File: src/rtl/ldl_p2ram_reader.sv
// ldl_p2ram_reader: read-side burst controller for the pseudo-dual-port RAM.
// Accepts (address, length) bursts, drives the RAM read port, absorbs the
// one-cycle registered read latency and streams words out through a
// two-entry skid buffer with a last-word marker.
// Optional feature: define LDL_P2RAM_READER_CNT_EN to add the 16-bit
// burst_cnt output counting completed bursts.
module ldl_p2ram_reader #(
  parameter int DWIDTH = 8,
  parameter int DEEPTH = 10,
  parameter int AWIDTH = $clog2(DEEPTH),
  parameter int LWIDTH = AWIDTH + 1
) (
  input  logic              clk,
  input  logic              rst,
  input  logic              req_valid,
  output logic              req_ready,
  input  logic [AWIDTH-1:0] req_addr,
  input  logic [LWIDTH-1:0] req_len,
  output logic              ram_re,
  output logic [AWIDTH-1:0] ram_ra,
  input  logic [DWIDTH-1:0] ram_dout,
  output logic              o_valid,
  input  logic              o_ready,
  output logic [DWIDTH-1:0] o_data,
  output logic              o_last,
  output logic              busy
`ifdef LDL_P2RAM_READER_CNT_EN
  ,
  output logic [15:0]       burst_cnt
`endif
);

  typedef enum logic [1:0] {
    IDLE,
    RUN,
    DRAIN
  } state_t;

  state_t            state;
  logic [LWIDTH-1:0] remain;
  logic [AWIDTH-1:0] ra_q;
  logic              inflight;
  logic              inflight_last;
  logic [1:0]        entries;
  logic [DWIDTH-1:0] head_data;
  logic [DWIDTH-1:0] tail_data;
  logic              head_last;
  logic              tail_last;
  logic              pop;
  logic              issue;
  logic              credit;
  logic              zero_len;
  logic              last_read;
  logic [2:0]        occ;
  logic [AWIDTH-1:0] start_addr;

  function automatic logic [AWIDTH-1:0] wrap_inc(input logic [AWIDTH-1:0] a);
    if (a == AWIDTH'(DEEPTH - 1)) return '0;
    return a + AWIDTH'(1);
  endfunction

  assign req_ready  = (state == IDLE);
  assign zero_len   = (req_len == '0);
  assign start_addr = ({1'b0, req_addr} >= (AWIDTH + 1)'(DEEPTH)) ? '0 : req_addr;
  assign o_valid    = (entries != 2'd0);
  assign o_data     = head_data;
  assign o_last     = head_last;
  assign pop        = o_valid && o_ready;
  assign occ        = 3'(entries) + 3'(inflight) - 3'(pop);
  assign credit     = (occ < 3'd2);
  // ram_re is decoded from registered state plus the current pop so a read can
  // be issued in the same cycle a buffered word leaves; a fully registered
  // enable would see a three-cycle credit loop and bubble with two entries.
  assign issue      = (state == RUN) && credit;
  assign last_read  = (remain == LWIDTH'(1));
  assign ram_re     = issue;
  assign ram_ra     = ra_q;

  // Burst control FSM: request acceptance, read issue and completion.
  always_ff @(posedge clk) begin
    if (rst) begin
      state  <= IDLE;
      remain <= '0;
      ra_q   <= '0;
      busy   <= 1'b0;
    end else begin
      case (state)
        IDLE: begin
          busy <= 1'b0;
          if (req_valid) begin
            busy <= 1'b1;
            if (!zero_len) begin
              state  <= RUN;
              remain <= req_len;
              ra_q   <= start_addr;
            end
          end
        end
        RUN: begin
          if (issue) begin
            remain <= remain - LWIDTH'(1);
            // Address stays on the final read so ram_ra holds while idle.
            if (last_read) state <= DRAIN;
            else           ra_q  <= wrap_inc(ra_q);
          end
        end
        DRAIN: begin
          if (pop && head_last) begin
            state <= IDLE;
            busy  <= 1'b0;
          end
        end
        default: state <= IDLE;
      endcase
    end
  end

  // Track the read in flight so its data is captured one cycle later.
  always_ff @(posedge clk) begin
    if (rst) begin
      inflight      <= 1'b0;
      inflight_last <= 1'b0;
    end else begin
      inflight      <= issue;
      inflight_last <= issue && last_read;
    end
  end

  // Two-entry output buffer; head drives the output and only moves on a pop
  // or when a word lands in an empty buffer, keeping outputs stable on stall.
  always_ff @(posedge clk) begin
    if (rst) begin
      entries   <= 2'd0;
      head_data <= '0;
      head_last <= 1'b0;
      tail_data <= '0;
      tail_last <= 1'b0;
    end else begin
      case ({inflight, pop})
        2'b10: begin
          if (entries == 2'd0) begin
            head_data <= ram_dout;
            head_last <= inflight_last;
          end else begin
            tail_data <= ram_dout;
            tail_last <= inflight_last;
          end
          entries <= entries + 2'd1;
        end
        2'b01: begin
          head_data <= tail_data;
          head_last <= tail_last;
          entries   <= entries - 2'd1;
        end
        2'b11: begin
          if (entries == 2'd1) begin
            head_data <= ram_dout;
            head_last <= inflight_last;
          end else begin
            head_data <= tail_data;
            head_last <= tail_last;
            tail_data <= ram_dout;
            tail_last <= inflight_last;
          end
        end
        default: ;
      endcase
    end
  end

`ifdef LDL_P2RAM_READER_CNT_EN
  // Completed-burst counter: final-word handshakes and zero-length requests.
  always_ff @(posedge clk) begin
    if (rst) begin
      burst_cnt <= '0;
    end else if ((pop && head_last) || (req_valid && req_ready && zero_len)) begin
      burst_cnt <= burst_cnt + 16'd1;
    end
  end
`endif

endmodule

File: config.mk
export PLATFORM = sky130hd
export DESIGN_NAME = ldl_p2ram_reader
export DESIGN_NICKNAME = d
export VERILOG_FILES = /design/src/rtl/ldl_p2ram_reader.sv
export SDC_FILE = /design/constraint.sdc
export NUM_CORES = 1
export LEC_CHECK = 0
export ABC_AREA = 1
export CAP_MARGIN = 20
export CELL_PAD_IN_SITES_DETAIL_PLACEMENT = 2
export CELL_PAD_IN_SITES_GLOBAL_PLACEMENT = 2
export CORE_MARGIN = 1
export CORE_UTILIZATION = 30
export DETAILED_ROUTE_END_ITERATION = 10
export PLACE_DENSITY_LB_ADDON = 0.1
export SKIP_LAST_GASP = 1
export SYNTH_ARGS = -nofsm -noshare
export SYNTH_HDL_FRONTEND = slang
export SYNTH_SLANG_ARGS = --single-unit
File: constraint.sdc
create_clock -name clk -period 3.5 [get_ports clk]
set_input_delay 0.525 -clock clk [delete_from_list [all_inputs] [get_ports clk]]
set_output_delay 0.525 -clock clk [all_outputs]
set_load 0.01 [all_outputs]
Word-level counts from Yosys, hierarchy flattened. Cells that the tools add are included.

Add/subtract/negate cells: 6. $lt $le $gt $ge: 2. Eq/ne operators: 17. Multiplexer cells: 39. Reductions and logical operators: 19.

Operator list (number): $mux W8 (4); $mux W4 (7); $pmux W8 S3 (1); $ne A2 B2 Y1 const B (9); $pmux W8 S2 (1); $mux W5 (3); $mux W1 (11); $mux W2 (5); $pmux W5 S2 (1); $reduce_and A5 Y1 (2); $reduce_bool A2 Y1 (5); $pmux W4 S2 (1); $eq A2 B1 Y1 const B (3); $eq A2 B2 Y1 const B (3); $pmux W2 S3 (1); $eq A5 B1 Y1 const B (1); $logic_not A5 Y1 (1); $sub A5 B1 Y5 const B (1); $add A4 B1 Y4 const B (1); $eq A4 B4 Y1 const B (1); $ge A4 B4 Y1 const B (1); $logic_and A1 B1 Y1 (4); $logic_not A2 Y1 (2); $pmux W1 S2 (2); other kinds (11) (12).

Bits in registers: 34. Input port bits: 21. Logic and storage cells: 94.

Depth between registers and ports, before layout.
Word-level depth: 12. Depth in mapped cells: 16.

Worst setup path after synthesis. No wires, ideal clock.

Path kind: register to output. From: register entries[1]. To: output port ram_re. Arrival time: 2.021 ns. Required time: 2.975 ns. Setup slack: 0.954 ns. Stages on the path, launching flop included: 10. Path buffers: 0. Cells stage by stage: dfxtp_1 -> inv_1 -> ha_1 -> inv_2 -> nand2_4 -> nor2_1 -> o21ai_0 -> fa_1 -> nand3_1 -> nor2_1.

Word-level cells in the longest chain between the ends: 5. Elaborated cells on any way between the ends: 6.

RTL lines: start: declaration (line 44) `logic [1:0] entries;`; start signal: assignment (line 148) `entries <= entries + 2'd1;`; start signal: assignment (line 153) `entries <= entries - 2'd1;`; $reduce_bool A2 Y1 (line 65) `assign o_valid = (entries != 2'd0);`; via o_valid (line 22) `output logic o_valid,`; $logic_and A1 B1 Y1 (line 68) `assign pop = o_valid && o_ready;`; $sub A3 B1 Y3 (line 69) `assign occ = 3'(entries) + 3'(inflight) - 3'(pop);`; $lt A3 B2 Y1 (line 70) `assign credit = (occ < 3'd2);`; $logic_and A1 B1 Y1 (line 74) `assign issue = (state == RUN) && credit;`; end: declaration (line 19) `output logic ram_re,`.

The timed path passes the listed nets, and every way through them passes these cells.

Worst setup path after layout.
From: register entries[1]. To: output port ram_re.

Word-level cells in the longest chain between the ends: 5. Elaborated cells on any way between the ends: 6.

RTL lines (line): branches (longest 2 deep; another with $add A2 B1 Y3); $sub A3 B1 Y3 * (69); $lt A3 B2 Y1 * (70); $logic_and A1 B1 Y1 * (74).

Mark *: on every way between the ends.

==> metrics.txt <==
CP arrival=2.76 ns; Post-Place Worst Slack=0.177 ns; fin nets=348; Placed Cells=388; initial antenna violation count=0; R2R Setup Slk=0.82 ns; fin crit period=3.29 ns; DRC=0; worst min path class=reg -> reg; area of the multi-input gates=0.00110 mm²; postcts setup bufs=0; site row count=28; syn_nets=308; Synth Area in Compound Gates=17.1%; Slew headroom=53.8%; CTS tree=yes; Slew @ Worst Pin=0.693 ns; cell area power density=967 mW/mm²; Initial DRC Count=46; global-route wire length before repair=9470 µm; fraction of registers with async set/reset=0%; most common cell after layout, fill and taps aside=nand2_1; Setup TNS Final=0 ns; worst setup margin=0.211 ns; Final Non-Filler Cells=396; crit share post-route=94.0%; Num CTS Buffers=5; FILL cells=731; Wirelength per Cell=14.7 µm; initial core utilization=32.0%; H-tree levels=2; largest family of logic cells by synthesized area=simple AND/OR/NAND/NOR gates; Post-Synth XOR/XNOR Area=0.904%; Mapped Avg Cell Area=6.92 µm²; core area=0.00606 mm²; Die X=82.4 µm; top_reg_cell synth=dfxtp_1; synthesized area=0.00194 mm²; Post-Synth Simple-Gate Area=34.0%; GR Overflow Total=0; status=finished, final reports clean; GRT Total Usage=18.7%; Max-cap violations=0; I/O Buffers=37; DR vias=1954; # IOs=38; adder-cell share of the synthesized area=4.91%; die area=0.00678 mm²; Post-synth EDFFs=0; post-synthesis mux area share=0%; largest fanout on the critical path=8; clock buffer depth=2; crit path capture type=output pin; pin count of the biggest net entering global routing=24; via/cell ratio=4.93; Antenna Nets Post-Route=0; final wirelength=5830 µm; Pins Over Slew Limit=0; WS Path Type=reg -> out; Clock Pin Slew Worst Setup and Hold Paths=0.08 ns; Final Hold Vio Count=0; Seq/Total Area, Yosys=35.1%; Mapped Cells=280; Max IR drop VDD=0.000465 V; Clk Tree Root Cell=clkbuf_8; CP startpoint kind=flip-flop; Fmax achieved=304 MHz; Antenna diodes=0; Setup-failing EPs final=0; number of global-route vias before repair=2029; Leak=1.06 nW; worst skew pair latency=0.29 ns; share of post-route cells with drive strength above 1=10.6%; Tot Pwr=0.00239 W; CTS Sinks=34; Worst EP required=2.97 ns; DP HPWL=4220 µm; FF+latch area=681 µm²; Clock Skew=0.0101 ns; cts hold-fix bufs=0; post-placement cell area=0.00238 mm²; Die Y=82.4 µm; Pre-antenna DRT Iters=4; Synth Register Bits=34; Area growth syn-to-layout=27.7%; final RePlAce weighted congestion=0.729; warnings from Yosys=0; RSZ-0062 raised after global routing=no; Unique masters post-synth=30; most frequent cells in the layout=nand2_1, nor2_1, o21ai_0; fin area=0.00247 mm²
## through the flow
step | hold slack [ns] | util, %
2_1_floorplan | 0.448 | -
3_3_place_gp | 0.459 | 39.2
3_5_place_dp | 0.476 | 39.2
4_1_cts | 0.498 | 40.8
5_1_grt | 0.524 | 40.8
6_report | 0.491 | 40.8
## layout make-up
type,instances,area share [%]
clock buffer,6,3.34
clock inverter,2,0.506
inverter,29,4.60
multi-input combinational,211,44.7
sequential,34,27.5
tap,75,3.79
timing repair buffer,39,15.6
## timing repair
item | 4_1_cts | 5_1_grt
gates resized for setup | 0 | 1
endpoints found under the setup margin | 0 | 1
hold endpoints to repair | 0 | 0
## logic make-up after synthesis
kind of cell	Yosys count
AND/OR/NAND/NOR	141
AO/OA/AOI/OAI	61
buffers and inverters	35
flip-flops	34
adder cells (fa/ha/maj)	7
XOR/XNOR	2
## sequential cells by signal (all words and copies together) (netlist names)
register,cells
o_data,8
inflight_last,1
ram_ra,4
o_last,1
remain,5
entries,2
inflight,1
busy,1
tail_last,1
tail_data,8
state,2
## cell usage after synthesis, types with 2 or more instances
cell,count,share of area [%]
a21oi_1,6,1.6
a31oi_1,9,2.9
buf_4,2,0.77
clkbuf_1,3,0.58
dfxtp_1,34,35
ha_1,6,3.9
inv_1,23,4.5
inv_2,4,0.77
inv_4,2,0.65
nand2_1,52,10
nand2_2,4,1.3
nand2_4,5,2.9
nand3_1,20,5.2
nor2_1,51,9.9
nor2_4,4,2.3
o21ai_0,40,10
o21ai_2,2,0.90
## final timing paths
check	startpoint	end	cells past startpoint
worst max-delay path	entries[1]$_SDFFE_PP0P_	ram_re	10
worst min register to register	tail_data[7]$_SDFFE_PP0P_	tail_data[7]$_SDFFE_PP0P_	2
worst min-delay path	tail_data[7]$_SDFFE_PP0P_	tail_data[7]$_SDFFE_PP0P_	2
worst max register to register	entries[1]$_SDFFE_PP0P_	remain[3]$_SDFFE_PP0P_	15
## metal layers
metal / vias to the layer above / global-route usage (%) / part of all wire [%]
met1: 935 / 23.8 / 48
met5: - / 0 / 0
met4: 0 / 5.44 / 0.91
met3: 5 / 2.75 / 2.2
li1: 991 / - / -
met2: 23 / 32.2 / 49
## critical path: stages, from the launching register on
cell and delay (ns):
dfxtp_1 0.39, inv_1 0.10, ha_1 0.24, inv_2 0.11
nand2_4 0.10, nor2_2 0.15, o21ai_0 0.14, fa_1 0.51
nand3_1 0.10, nor2_1 0.10, clkdlybuf4s50_1 0.54
## report_power, final
| part | total [W] | leakage, nW | switching [W] | internal (W) |
|---|---|---|---|---|
| Combinational | 0.00138 | 0.735 | 0.000826 | 0.000558 |
| Clock | 0.000313 | 0.0472 | 0.000154 | 0.000158 |
| Sequential | 0.000695 | 0.279 | 0.000138 | 0.000557 |
| Total | 0.00239 | 1.06 | 0.00112 | 0.00127 |
No activity file was read; power rests on OpenSTA's default activity.
